[config.mk]
export PLATFORM = sky130hd
export DESIGN_NAME = aes_sbox_sched
export DESIGN_NICKNAME = d
export VERILOG_FILES = /design/src/rtl/aes_dom_pkg.sv /design/src/rtl/aes_sbox_sched_tag_pipe.sv /design/src/rtl/aes_sbox_sched.sv
export SDC_FILE = /design/constraint.sdc
export NUM_CORES = 1
export LEC_CHECK = 0
export ABC_AREA = 0
export ABC_CLOCK_PERIOD_IN_PS = 5100
export CAP_MARGIN = 20
export CORE_AREA = 2 2 83 85
export DETAILED_ROUTE_END_ITERATION = 6
export DIE_AREA = 0 0 85 87
export GPL_ROUTABILITY_DRIVEN = 0
export GPL_TIMING_DRIVEN = 0
export PLACE_DENSITY = 0.93
export SYNTH_ARGS = -nofsm -noshare
export SYNTH_HDL_FRONTEND = slang
export SYNTH_HIERARCHICAL = 1
export SYNTH_SLANG_ARGS = --single-unit
[constraint.sdc]
create_clock -name ClkxCI -period 5.1 [get_ports ClkxCI]
set_input_delay 0.765 -clock ClkxCI [delete_from_list [all_inputs] [get_ports ClkxCI]]
set_output_delay 0.765 -clock ClkxCI [all_outputs]
set_load 0.005 [all_outputs]
[src/rtl/aes_dom_pkg.sv]
// Shared types and default sizes for the DOM-masked AES S-box scheduler.
package aes_dom_pkg;

  localparam int SHARES_DEF   = 2;
  localparam int PIPE_LAT_DEF = 4;
  localparam int RAND_W_DEF   = 18;

  typedef enum logic {
    REQ_STATE = 1'b0,
    REQ_KEY   = 1'b1
  } req_id_e;

  typedef struct packed {
    logic    valid;
    req_id_e id;
  } tag_t;

endpackage

[src/rtl/aes_sbox_sched_tag_pipe.sv]
// Tag shift register that travels alongside the S-box pipeline so every
// result can be routed back to the requester that issued it.
module sbox_tag_pipe
  import aes_dom_pkg::*;
#(
  parameter int DEPTH = PIPE_LAT_DEF
) (
  input  logic ClkxCI,
  input  logic RstxRI,
  input  tag_t TagInxDI,
  output tag_t TagOutxDO,
  output logic AnyValidxSO
);

  tag_t [DEPTH-1:0] pipe_q, pipe_d;
  logic any_valid;

  // Shift every cycle; the S-box never stalls, so neither does the tag pipe
  always_comb begin
    pipe_d    = pipe_q;
    pipe_d[0] = TagInxDI;
    for (int i = 1; i < DEPTH; i++) begin
      pipe_d[i] = pipe_q[i-1];
    end
  end

  // Tag storage; reset discards every in-flight byte
  always_ff @(posedge ClkxCI or posedge RstxRI) begin
    if (RstxRI) pipe_q <= '0;
    else        pipe_q <= pipe_d;
  end

  // Any in-flight entry keeps the scheduler busy
  always_comb begin
    any_valid = 1'b0;
    for (int i = 0; i < DEPTH; i++) begin
      any_valid = any_valid | pipe_q[i].valid;
    end
  end

  assign TagOutxDO   = pipe_q[DEPTH-1];
  assign AnyValidxSO = any_valid;

endmodule

[src/rtl/aes_sbox_sched.sv]
// Round-robin sharing of one pipelined masked S-box between the state
// datapath (requester 0) and the key schedule (requester 1).
module aes_sbox_sched
  import aes_dom_pkg::*;
#(
  parameter int SHARES   = SHARES_DEF,
  parameter int PIPE_LAT = PIPE_LAT_DEF,
  parameter int RAND_W   = RAND_W_DEF
) (
  input  logic                  ClkxCI,
  input  logic                  RstxRI,
  input  logic                  Req0ValidxSI,
  input  logic                  Req1ValidxSI,
  output logic                  Req0ReadyxSO,
  output logic                  Req1ReadyxSO,
  input  logic [8*SHARES-1:0]   Req0DataxDI,
  input  logic [8*SHARES-1:0]   Req1DataxDI,
  output logic                  Rsp0ValidxSO,
  output logic                  Rsp1ValidxSO,
  output logic [8*SHARES-1:0]   Rsp0DataxDO,
  output logic [8*SHARES-1:0]   Rsp1DataxDO,
  input  logic                  RandValidxSI,
  output logic                  RandReadyxSO,
  input  logic [RAND_W-1:0]     RandxDI,
  output logic                  SboxValidxSO,
  output logic [8*SHARES-1:0]   SboxInxDO,
  output logic [RAND_W-1:0]     SboxRandxDO,
  input  logic [8*SHARES-1:0]   SboxOutxDI,
  output logic                  BusyxSO
);

  localparam int DW = 8 * SHARES;

  logic              issue;
  req_id_e           grant_id;
  req_id_e           last_q, last_d;
  logic              sbox_valid_q, sbox_valid_d;
  req_id_e           sbox_id_q, sbox_id_d;
  logic [DW-1:0]     sbox_in_q, sbox_in_d;
  logic [RAND_W-1:0] sbox_rand_q, sbox_rand_d;
  logic              rsp0_valid_q, rsp0_valid_d;
  logic              rsp1_valid_q, rsp1_valid_d;
  logic [DW-1:0]     rsp0_data_q, rsp0_data_d;
  logic [DW-1:0]     rsp1_data_q, rsp1_data_d;
  tag_t              tag_in, tag_out;
  logic              tag_busy;

  // Arbitration and issue stage; unused input stage is zeroed so no stale
  // shares or randomness reach the masked gadgets
  always_comb begin
    issue = RandValidxSI & (Req0ValidxSI | Req1ValidxSI) & ~RstxRI;
    if (Req0ValidxSI & Req1ValidxSI)
      grant_id = (last_q == REQ_KEY) ? REQ_STATE : REQ_KEY;
    else if (Req1ValidxSI)
      grant_id = REQ_KEY;
    else
      grant_id = REQ_STATE;

    last_d       = issue ? grant_id : last_q;
    sbox_valid_d = issue;
    sbox_id_d    = REQ_STATE;
    sbox_in_d    = '0;
    sbox_rand_d  = '0;
    if (issue) begin
      sbox_id_d   = grant_id;
      sbox_in_d   = (grant_id == REQ_KEY) ? Req1DataxDI : Req0DataxDI;
      sbox_rand_d = RandxDI;
    end
  end

  // Response routing from the tag at the S-box output
  always_comb begin
    rsp0_valid_d = tag_out.valid & (tag_out.id == REQ_STATE);
    rsp1_valid_d = tag_out.valid & (tag_out.id == REQ_KEY);
    rsp0_data_d  = rsp0_valid_d ? SboxOutxDI : '0;
    rsp1_data_d  = rsp1_valid_d ? SboxOutxDI : '0;
  end

  // Issue-stage, pointer and response registers
  always_ff @(posedge ClkxCI or posedge RstxRI) begin
    if (RstxRI) begin
      last_q       <= REQ_KEY;
      sbox_valid_q <= 1'b0;
      sbox_id_q    <= REQ_STATE;
      sbox_in_q    <= '0;
      sbox_rand_q  <= '0;
      rsp0_valid_q <= 1'b0;
      rsp1_valid_q <= 1'b0;
      rsp0_data_q  <= '0;
      rsp1_data_q  <= '0;
    end else begin
      last_q       <= last_d;
      sbox_valid_q <= sbox_valid_d;
      sbox_id_q    <= sbox_id_d;
      sbox_in_q    <= sbox_in_d;
      sbox_rand_q  <= sbox_rand_d;
      rsp0_valid_q <= rsp0_valid_d;
      rsp1_valid_q <= rsp1_valid_d;
      rsp0_data_q  <= rsp0_data_d;
      rsp1_data_q  <= rsp1_data_d;
    end
  end

  assign tag_in.valid = sbox_valid_q;
  assign tag_in.id    = sbox_id_q;

  sbox_tag_pipe #(
    .DEPTH (PIPE_LAT)
  ) u_tag_pipe (
    .ClkxCI      (ClkxCI),
    .RstxRI      (RstxRI),
    .TagInxDI    (tag_in),
    .TagOutxDO   (tag_out),
    .AnyValidxSO (tag_busy)
  );

  assign Req0ReadyxSO = issue & (grant_id == REQ_STATE);
  assign Req1ReadyxSO = issue & (grant_id == REQ_KEY);
  assign RandReadyxSO = issue;
  assign SboxValidxSO = sbox_valid_q;
  assign SboxInxDO    = sbox_in_q;
  assign SboxRandxDO  = sbox_rand_q;
  assign Rsp0ValidxSO = rsp0_valid_q;
  assign Rsp1ValidxSO = rsp1_valid_q;
  assign Rsp0DataxDO  = rsp0_data_q;
  assign Rsp1DataxDO  = rsp1_data_q;
  assign BusyxSO      = sbox_valid_q | tag_busy | rsp0_valid_q | rsp1_valid_q;

endmodule
==> results.yml, run 1 <==
logic_synthesis:
  synth_top_area_frac: 0.7573
  ys_ff_latch: 79
  netlist_instances: 167
  seq_area_frac_synth: 0.7675
  synthFlopType: "dfrtp_1"
  synthArstFlopShare: 1.000
  syn_area_mm2: 0.002577
  synth_top_area_cell: "dfrtp_1"
  yosysUniqueCellTypes: 17
  syn_nets: 238
  synth_edf_count: 0
  synth_area_leaders: "dfrtp_1 (76%), and2_1 (8.5%), a22o_1 (5.4%)"
  yosysWarningCount: 6
  synth.avg_cell_area_um2: 15.43
cts:
  cts_buffers: 9
  cts_tree: "yes"
  root_buffer: "clkbuf_8"
  post-cts-setup-buffer-count: 0
  hold_buffers: 0
  post_cts_resized: 0
  cts_sinks: 79
  clkTransAtPathRegs_ns: 0.07
  cts_buffer_depth: 2
  htreeDepth: 3
  insertion_delay_ns: 0.34
sta:
  min_period_ns: 3.265
  period_share: 0.6403
  clock.fmax_mhz: 306.3
  worst_slew_pin_slew_ns: 0.7388
  setup-tns-final_ns: 0
  maxSlewHeadroom: 0.5067
  setup_violations: 0
  hold_viol_final: 0
  rsz0062_at_grt: "false"
  finClkSkew_ns: 0.008043
  holdWs_ns: 0.3511
  drv_slew: 0
  worst_slack_ns: 1.835
worst_setup_path:
  crit_chain: "clkdlybuf4s50_1, nor2b_1, and3_1, buf_2, buf_6, clkdlybuf4s50_1"
  cp_slowest_cell: "clkdlybuf4s50_1"
  arrival_ns: 2.50
  r2r_cells: 5
  cp-start-kind: "input port"
  critPathKind: "in2out"
  required_ns: 4.34
  cp_max_fo: 11
  cpPeakStageDelay_ns: 0.51
  crit_path_frequent_cell: "clkdlybuf4s50_1"
  critPathCaptureType: "primary output"
hold_path:
  hold_class: "reg2reg"
  min_path_cells: 0
routing:
  viasPerCell: 4.550
  drt-initial-drc-count: 78
  final_antenna_net_count: 0
  wirelength_um: 5841
  dr.pass1.iters: 4
  vias: 1852
  wl_per_cell_um: 14.35
  drcViolationCount: 0
global_route:
  grt_pass1_vias: 1895
  grt_usage: 0.1652
  grt_max_degree: 37
  antenna_found_initial: 0
  grt_pass1_wl_um: 9225
  overflow: 0
floorplan:
  die_width_um: 85
  io_pins: 144
  initial_core_util: 0.3924
  die_h_um: 87
  core_region_area_mm2: 0.006569
  dieArea_mm2: 0.007395
  rows: 30
placed_design:
  hpwl_um: 4505
  place_ws_ns: 1.894
  port-buffer-count: 143
pwr:
  irDropWorstVdd_uv: 172.3
  p_per_area_mw_per_mm2: 291.9
  p_leak_nw: 2.055
finish:
  nets: 393
  insertedDiodeCount: 0
  syn2layout_area_growth_pct: 68.25
  post_route_cells_drive_above_1_share: 0.07645
  n_fill_cell: 498
run_status:
  outcome: "finished, final reports clean"
job:
  max_cap_viol_count: 0
[cells by family after synthesis]
| kind of cell | after synthesis | synth area share |
|---|---|---|
| flops | 79 | 0.7675 |
| buf+inv | 11 | 0.02767 |
| simple gates | 59 | 0.1437 |
| compound gates | 18 | 0.06116 |
[synth_stat cells (2+ instances only)]
cell       n
dfrtp_1   78
and2_1    35
and3_1    18
a22o_1    16
buf_2      3
clkbuf_1   3
buf_6      2
inv_1      2
or4_1      2
[worst paths after layout]
| path | start | end | slack (ns) |
|---|---|---|---|
| min reg2reg | sbox_id_q$_DFF_PP0_ | u_tag_pipe/pipe_d[2]$_DFF_PP0_ | 0.35 |
| min in group asynchronous | RstxRI | u_tag_pipe/pipe_d[4]$_DFF_PP0_ | 0.77 |
| max in group asynchronous | RstxRI | Rsp1DataxDO[10]$_DFF_PP0_ | 3.51 |
| max | RstxRI | Req1ReadyxSO | 1.83 |
| min | sbox_id_q$_DFF_PP0_ | u_tag_pipe/pipe_d[2]$_DFF_PP0_ | 0.35 |
| max reg2reg | last_q$_DFFE_PP1P_ | SboxInxDO[12]$_DFF_PP0_ | 3.73 |
[worst max-delay path: cells and delay by family]
kind | cells | cell delay [ns]
buffers and inverters | 4 | 1.35
and+or+nand+nor | 2 | 0.38
[stage by stage]
stage,power [mW],utilization,instances,instance area (um2)
after floorplan,0.7065,-,167,2577
after global placement,0.8068,0.6255,390,4109
after detailed placement,0.8148,0.6286,391,4129
after CTS,1.284,0.6602,407,4337
after global routing,1.335,0.6602,407,4337
final,1.266,0.6602,407,4337
[area by class of cell]
| cell class | count | area, um2 | area share |
|---|---|---|---|
| Buffer | 9 | 63.81 | 0.01471 |
| Multi-Input combinational cell | 77 | 528.0 | 0.1218 |
| Clock buffer | 11 | 151.4 | 0.03491 |
| Tap cell | 80 | 100.1 | 0.02308 |
| Clock inverter | 5 | 56.30 | 0.01298 |
| Sequential cell | 79 | 1978 | 0.4561 |
| Inverter | 2 | 7.507 | 0.001731 |
| Timing Repair Buffer | 144 | 1451 | 0.3347 |
[per-layer routing]
| metal | wire [um] | global-route usage | share of wire |
|---|---|---|---|
| met1 | 2032 | 0.1745 | 0.35 |
| met2 | 3152 | 0.2813 | 0.54 |
| met3 | 608 | 0.07867 | 0.10 |
| met4 | 48 | 0.07359 | 0.0082 |
| met5 | 0 | 0 | 0 |
[layout by cell type (no fill, tap or decap)]
cell,instances
clkdlybuf4s50_1,143
dfrtp_1,78
and2_1,35
and3_1,18
a22o_1,16
clkbuf_8,11
buf_2,3
clkbuf_1,3
buf_6,2
or4_1,2
clkinv_2,2
nor2b_1,1
o21a_1,1
nand2b_1,1
buf_8,1
nand2_1,1
and2b_1,1
inv_2,1
o21ba_1,1
clkinv_4,1
bufinv_16,1
clkinvlp_4,1
dfstp_2,1
buf_12,1
inv_1,1
[sequential cells by signal (all words and copies together), names as in the netlist]
| register | flops |
|---|---|
| Rsp0DataxDO | 16 |
| Rsp0ValidxSO | 1 |
| Rsp1DataxDO | 16 |
| Rsp1ValidxSO | 1 |
| SboxInxDO | 16 |
| SboxRandxDO | 18 |
| SboxValidxSO | 1 |
| last_q | 1 |
| sbox_id_q | 1 |
| u_tag_pipe/TagOutxDO | 2 |
| u_tag_pipe/pipe_d | 6 |
[where the power goes]
group	switching (mW)	leakage (nW)	internal (mW)	total, mW
registers	0.00803	1.07	0.649	0.657
logic	0.0458	0.874	0.0968	0.143
clock network	0.215	0.105	0.252	0.467
total	0.269	2.05	0.997	1.27
Power figures use the tool's default switching activity.
==> inputs of run 2 (changes only) <==
--- a/config.mk
+++ b/config.mk
@@ -6,14 +6,14 @@
 export NUM_CORES = 1
 export LEC_CHECK = 0
 export ABC_AREA = 0
-export ABC_CLOCK_PERIOD_IN_PS = 5100
+export ABC_CLOCK_PERIOD_IN_PS = 3300
 export CAP_MARGIN = 20
-export CORE_AREA = 2 2 83 85
+export CORE_AREA = 2 2 86 88
 export DETAILED_ROUTE_END_ITERATION = 6
-export DIE_AREA = 0 0 85 87
+export DIE_AREA = 0 0 88 90
 export GPL_ROUTABILITY_DRIVEN = 0
 export GPL_TIMING_DRIVEN = 0
-export PLACE_DENSITY = 0.93
+export PLACE_DENSITY = 0.88
 export SYNTH_ARGS = -nofsm -noshare
 export SYNTH_HDL_FRONTEND = slang
 export SYNTH_HIERARCHICAL = 1
==> constraint.sdc (replaced) <==
create_clock -name ClkxCI -period 3.3 [get_ports ClkxCI]
set_input_delay 0.495 -clock ClkxCI [delete_from_list [all_inputs] [get_ports ClkxCI]]
set_output_delay 0.495 -clock ClkxCI [all_outputs]
set_load 0.005 [all_outputs]
==> results.yml, run 2 (synthesized netlist as in run 1, its figures left out) <==
placed_design:
  port-buffer-count: 143
  dp.cells: 410
  hpwl_um: 4600
  place_ws_ns: 0.6123
sta:
  drv_slew: 0
  finClkSkew_ns: 0.007332
  worst_slack_ns: 0.5105
  maxSlewHeadroom: 0.3902
  setup_violations: 0
  holdWs_ns: 0.3503
  min_period_ns: 2.790
  period_share: 0.8453
  clock.fmax_mhz: 358.5
  worst_slew_pin_slew_ns: 0.9134
  rsz0062_at_grt: "false"
  hold_viol_final: 0
cts:
  post-cts-setup-buffer-count: 0
  cts_buffer_depth: 2
  cts_sinks: 79
  cts_tree: "yes"
  clkTransAtPathRegs_ns: 0.08
  root_buffer: "clkbuf_8"
  insertion_delay_ns: 0.34
  htreeDepth: 3
  post_cts_resized: 0
  cts_buffers: 9
  hold_buffers: 0
worst_setup_path:
  cp-start-kind: "flip-flop"
  required_ns: 2.80
  critPathCaptureType: "primary output"
  critPathKind: "reg2out"
  cp_max_fo: 10
  cp-startpoint: "u_tag_pipe/TagOutxDO[1]$_DFF_PP0_"
  arrival_ns: 2.29
  r2r_setup_slack_ns: 1.91
  rr_startpoint: "last_q$_DFFE_PP1P_"
routing:
  vias: 1889
  viasPerCell: 4.445
  wirelength_um: 5967
  final_antenna_net_count: 0
  drt-initial-drc-count: 42
  wl_per_cell_um: 14.04
  drcViolationCount: 0
  dr.pass1.iters: 4
global_route:
  overflow: 0
  grt_usage: 0.1598
  grt_pass1_wl_um: 9584
  grt_max_degree: 46
  grt_pass1_vias: 2082
  antenna_found_initial: 0
finish:
  largest_register_ffs: 18
  ff_latch_area_mm2: 0.001978
  layout.cells.non_filler: 425
  final_common_cell: "clkdlybuf4s50_1"
  fin_util: 0.6229
  nets: 393
  post_route_cells_drive_above_1_share: 0.07362
  final_cell_mix: "clkdlybuf4s50_1 (143), dfrtp_1 (78), and2_1 (35)"
  insertedDiodeCount: 0
  multi_input_comb_area_um2: 528.0
  n_fill_cell: 556
  syn2layout_area_growth_pct: 69.66
run_status:
  outcome: "finished, final reports clean"
floorplan:
  io_pins: 144
  rows: 31
  die_h_um: 90
  core_region_area_mm2: 0.007020
  die_width_um: 88
  dieArea_mm2: 0.007920
  initial_core_util: 0.3671
pwr:
  irDropWorstVdd_uv: 246.4
  p_leak_nw: 2.050
  p_per_area_mw_per_mm2: 459.6
hold_path:
  hold_class: "reg2reg"
  hold_start: "u_tag_pipe/pipe_d[2]$_DFF_PP0_"
job:
  max_cap_viol_count: 0
run 2: changes by cell type in the layout (fill, tap and decap cells not counted), sizes merged:
cell / before / now
clkbuf: 14 / 13
bufinv: 1 / 2
clkinv: 3 / 0
clkinvlp: 1 / 3
run 2: layer usage:
metal / up-vias / part of all wire / global-route usage
met5: - / 0 / 0
met4: 0 / 0.034 / 0.08718
met3: 21 / 0.090 / 0.05969
met2: 100 / 0.53 / 0.2759
met1: 907 / 0.35 / 0.1628
li1: 861 / - / -
run 2: final timing paths:
| check | to | cells after the start |
|---|---|---|
| setup / recovery | BusyxSO | 3 |
| hold / removal | u_tag_pipe/pipe_d[4]$_DFF_PP0_ | 0 |
| setup reg to reg | SboxInxDO[6]$_DFF_PP0_ | 5 |
| hold reg to reg | u_tag_pipe/pipe_d[4]$_DFF_PP0_ | 0 |
| max in group asynchronous | Rsp0DataxDO[8]$_DFF_PP0_ | 3 |
| min in group asynchronous | u_tag_pipe/pipe_d[4]$_DFF_PP0_ | 2 |
run 2: final cells by class:
type                            instances  area share
Buffer                                  9     0.01459
Clock buffer                           10     0.03147
Clock inverter                          5     0.01888
Inverter                                2    0.001717
Multi-Input combinational cell         77      0.1207
Sequential cell                        79      0.4524
Tap cell                               99     0.02833
Timing Repair Buffer                  144      0.3319
run 2: metrics by stage:
step | power, mW | cell area (um2) | setup TNS, ns
6_report | 2.010 | 4373 | 0
5_1_grt | 2.097 | 4373 | 0
4_1_cts | 2.034 | 4373 | 0
3_5_place_dp | 1.260 | 4153 | 0
3_3_place_gp | 1.248 | 4133 | -5.187
2_1_floorplan | 1.092 | 2577 | 0
run 2: where the power goes:
part           total, mW  internal [mW]  leakage, nW  switching (mW)
sequential          1.01           1.00         1.07          0.0125
clock              0.774          0.442        0.101           0.332
combinational      0.221          0.150        0.874          0.0716
total               2.01           1.59         2.05           0.416
run 2: worst max-delay path, stage by stage, from the launching register on:
cell	delay [ns]
dfrtp_1	0.45
or4_1	0.51
or4_1	0.54
clkdlybuf4s50_1	0.47
==> inputs of run 3 (changes only) <==
--- a/config.mk
+++ b/config.mk
@@ -6,14 +6,14 @@
 export NUM_CORES = 1
 export LEC_CHECK = 0
 export ABC_AREA = 0
-export ABC_CLOCK_PERIOD_IN_PS = 3300
+export ABC_CLOCK_PERIOD_IN_PS = 2550
 export CAP_MARGIN = 20
-export CORE_AREA = 2 2 86 88
+export CORE_AREA = 2 2 91 93
 export DETAILED_ROUTE_END_ITERATION = 6
-export DIE_AREA = 0 0 88 90
+export DIE_AREA = 0 0 93 95
 export GPL_ROUTABILITY_DRIVEN = 0
 export GPL_TIMING_DRIVEN = 0
-export PLACE_DENSITY = 0.88
+export PLACE_DENSITY = 0.83
 export SYNTH_ARGS = -nofsm -noshare
 export SYNTH_HDL_FRONTEND = slang
 export SYNTH_HIERARCHICAL = 1
==> constraint.sdc (replaced) <==
create_clock -name ClkxCI -period 2.55 [get_ports ClkxCI]
set_input_delay 0.3825 -clock ClkxCI [delete_from_list [all_inputs] [get_ports ClkxCI]]
set_output_delay 0.3825 -clock ClkxCI [all_outputs]
set_load 0.005 [all_outputs]
==> results.yml, run 3 (synthesized netlist as in run 1, its figures left out) <==
routing:
  drt-initial-drc-count: 29
  wirelength_um: 5528
  vias: 1842
  final_antenna_net_count: 0
  wl_per_cell_um: 12.77
  dr.pass1.iters: 3
  viasPerCell: 4.254
  drcViolationCount: 0
worst_setup_path:
  cp_max_fo: 2
  r2r_cells: 5
  r2r_end: "SboxInxDO[10]$_DFF_PP0_"
  critPathKind: "reg2out"
  cp-start-kind: "flip-flop"
  cp-startpoint: "u_tag_pipe/pipe_d[5]$_DFF_PP0_"
  crit_end: "BusyxSO"
  r2r_setup_slack_ns: 1.17
  required_ns: 2.17
  critPathCaptureType: "primary output"
  arrival_ns: 2.06
  rr_startpoint: "last_q$_DFFE_PP1P_"
cts:
  cts_sinks: 79
  hold_buffers: 0
  cts_buffer_depth: 2
  htreeDepth: 3
  root_buffer: "clkbuf_8"
  cts_tree: "yes"
  clkTransAtPathRegs_ns: 0.07
  cts_buffers: 9
  insertion_delay_ns: 0.33
sta:
  maxSlewHeadroom: 0.5587
  hold_viol_final: 0
  finClkSkew_ns: 0.004996
  period_share: 0.9593
  rsz0062_at_grt: "false"
  min_period_ns: 2.446
  clock.fmax_mhz: 408.8
  worst_slew_pin_slew_ns: 0.6610
  holdWs_ns: 0.3534
  setup_violations: 0
  drv_slew: 0
finish:
  syn2layout_area_growth_pct: 68.11
  final_common_cell: "clkdlybuf4s50_1"
  n_fill_cell: 681
  post_route_cells_drive_above_1_share: 0.07927
  largest_register_ffs: 18
  fin_util: 0.5466
  nets: 394
  insertedDiodeCount: 0
  final_cell_mix: "clkdlybuf4s50_1 (142), dfrtp_1 (77), and2_1 (35)"
  postLayoutCellArea_mm2: 0.004333
pwr:
  p_seq_frac: 0.555
  clkPwrFrac: 0.324
  p_total_mw: 2.364
  swShare: 0.2224
  p_per_area_mw_per_mm2: 545.7
  p_sw_uw: 525.8
  combPwrFrac: 0.121
  p_leak_nw: 2.031
  p_int_mw: 1.838
  irDropWorstVdd_uv: 310.2
global_route:
  grt_usage: 0.1331
  grt_max_degree: 42
  grt_pass1_vias: 1878
  grt_pass1_wl_um: 8832
  antenna_found_initial: 0
  overflow: 0
floorplan:
  initial_core_util: 0.3251
  die_h_um: 95
  core_region_area_mm2: 0.007928
  io_pins: 144
  die_width_um: 93
  rows: 33
  dieArea_mm2: 0.008835
job:
  max_cap_viol_count: 0
placed_design:
  hpwl_um: 4365
  dpl-instance-area_mm2: 0.004160
  port-buffer-count: 143
run_status:
  outcome: "finished, final reports clean"
hold_path:
  hold_class: "reg2reg"
## run 3: area by class of cell
cell class,instances,area (um2),share of cell area
multi-input combinational,77,528.0,0.1219
sequential,79,1979,0.4568
buffer,9,63.81,0.01473
timing repair buffer,145,1458,0.3364
tap,105,131.4,0.03032
clock buffer,10,127.6,0.02945
clock inverter,6,37.54,0.008663
inverter,2,7.507,0.001733
## run 3: per-stage QoR
stage               std cells  TNS, ns  setup WS [ns]
detailed placement        416        0        0.09965
global placement          415   -49.32        -0.7063
finish                    433        0         0.1038
global route              433        0        0.02626
floorplan                 167        0         0.3726
CTS                       433        0        0.06624
## run 3: power by group through the flow
stage               clock, mW  combinational, mW  sequential, mW
floorplan                   0             0.0722            1.34
global route            0.853              0.312            1.32
detailed placement          0              0.290            1.34
CTS                     0.800              0.292            1.31
global placement            0              0.280            1.34
finish                  0.766              0.285            1.31
## run 3: how the worst min path moves through the flow
stage / from / end / slack, ns / cells after the start
finish: u_tag_pipe/pipe_d[2]$_DFF_PP0_ / u_tag_pipe/pipe_d[4]$_DFF_PP0_ / 0.35 / 0
global route: u_tag_pipe/pipe_d[4]$_DFF_PP0_ / u_tag_pipe/pipe_d[6]$_DFF_PP0_ / 0.36 / 0
CTS: u_tag_pipe/pipe_d[4]$_DFF_PP0_ / u_tag_pipe/pipe_d[6]$_DFF_PP0_ / 0.36 / 0
detailed placement: u_tag_pipe/pipe_d[4]$_DFF_PP0_ / u_tag_pipe/pipe_d[6]$_DFF_PP0_ / 0.34 / 0
global placement: u_tag_pipe/pipe_d[2]$_DFF_PP0_ / u_tag_pipe/pipe_d[4]$_DFF_PP0_ / 0.33 / 0
floorplan: RstxRI / u_tag_pipe/TagOutxDO[0]$_DFF_PP0_ / 0.20 / 1
## run 3: repair_timing
item,4_1_cts,5_1_grt
gates resized for setup,2,0
setup endpoints to repair,1,0
buffers inserted,1,0
## run 3: worst max-delay path: stages (launching register included)
cell and delay, ns:
dfrtp_1 0.38, or4_1 0.53, or4_1 0.54, dlygate4sd2_1 0.29
## run 3: layer usage
| metal | vias up | track usage | share of wire |
|---|---|---|---|
| met5 | - | 0 | 0 |
| met4 | 0 | 0.06985 | 0.018 |
| met3 | 10 | 0.05986 | 0.12 |
| met2 | 100 | 0.2198 | 0.49 |
| met1 | 866 | 0.1445 | 0.37 |
| li1 | 866 | - | - |
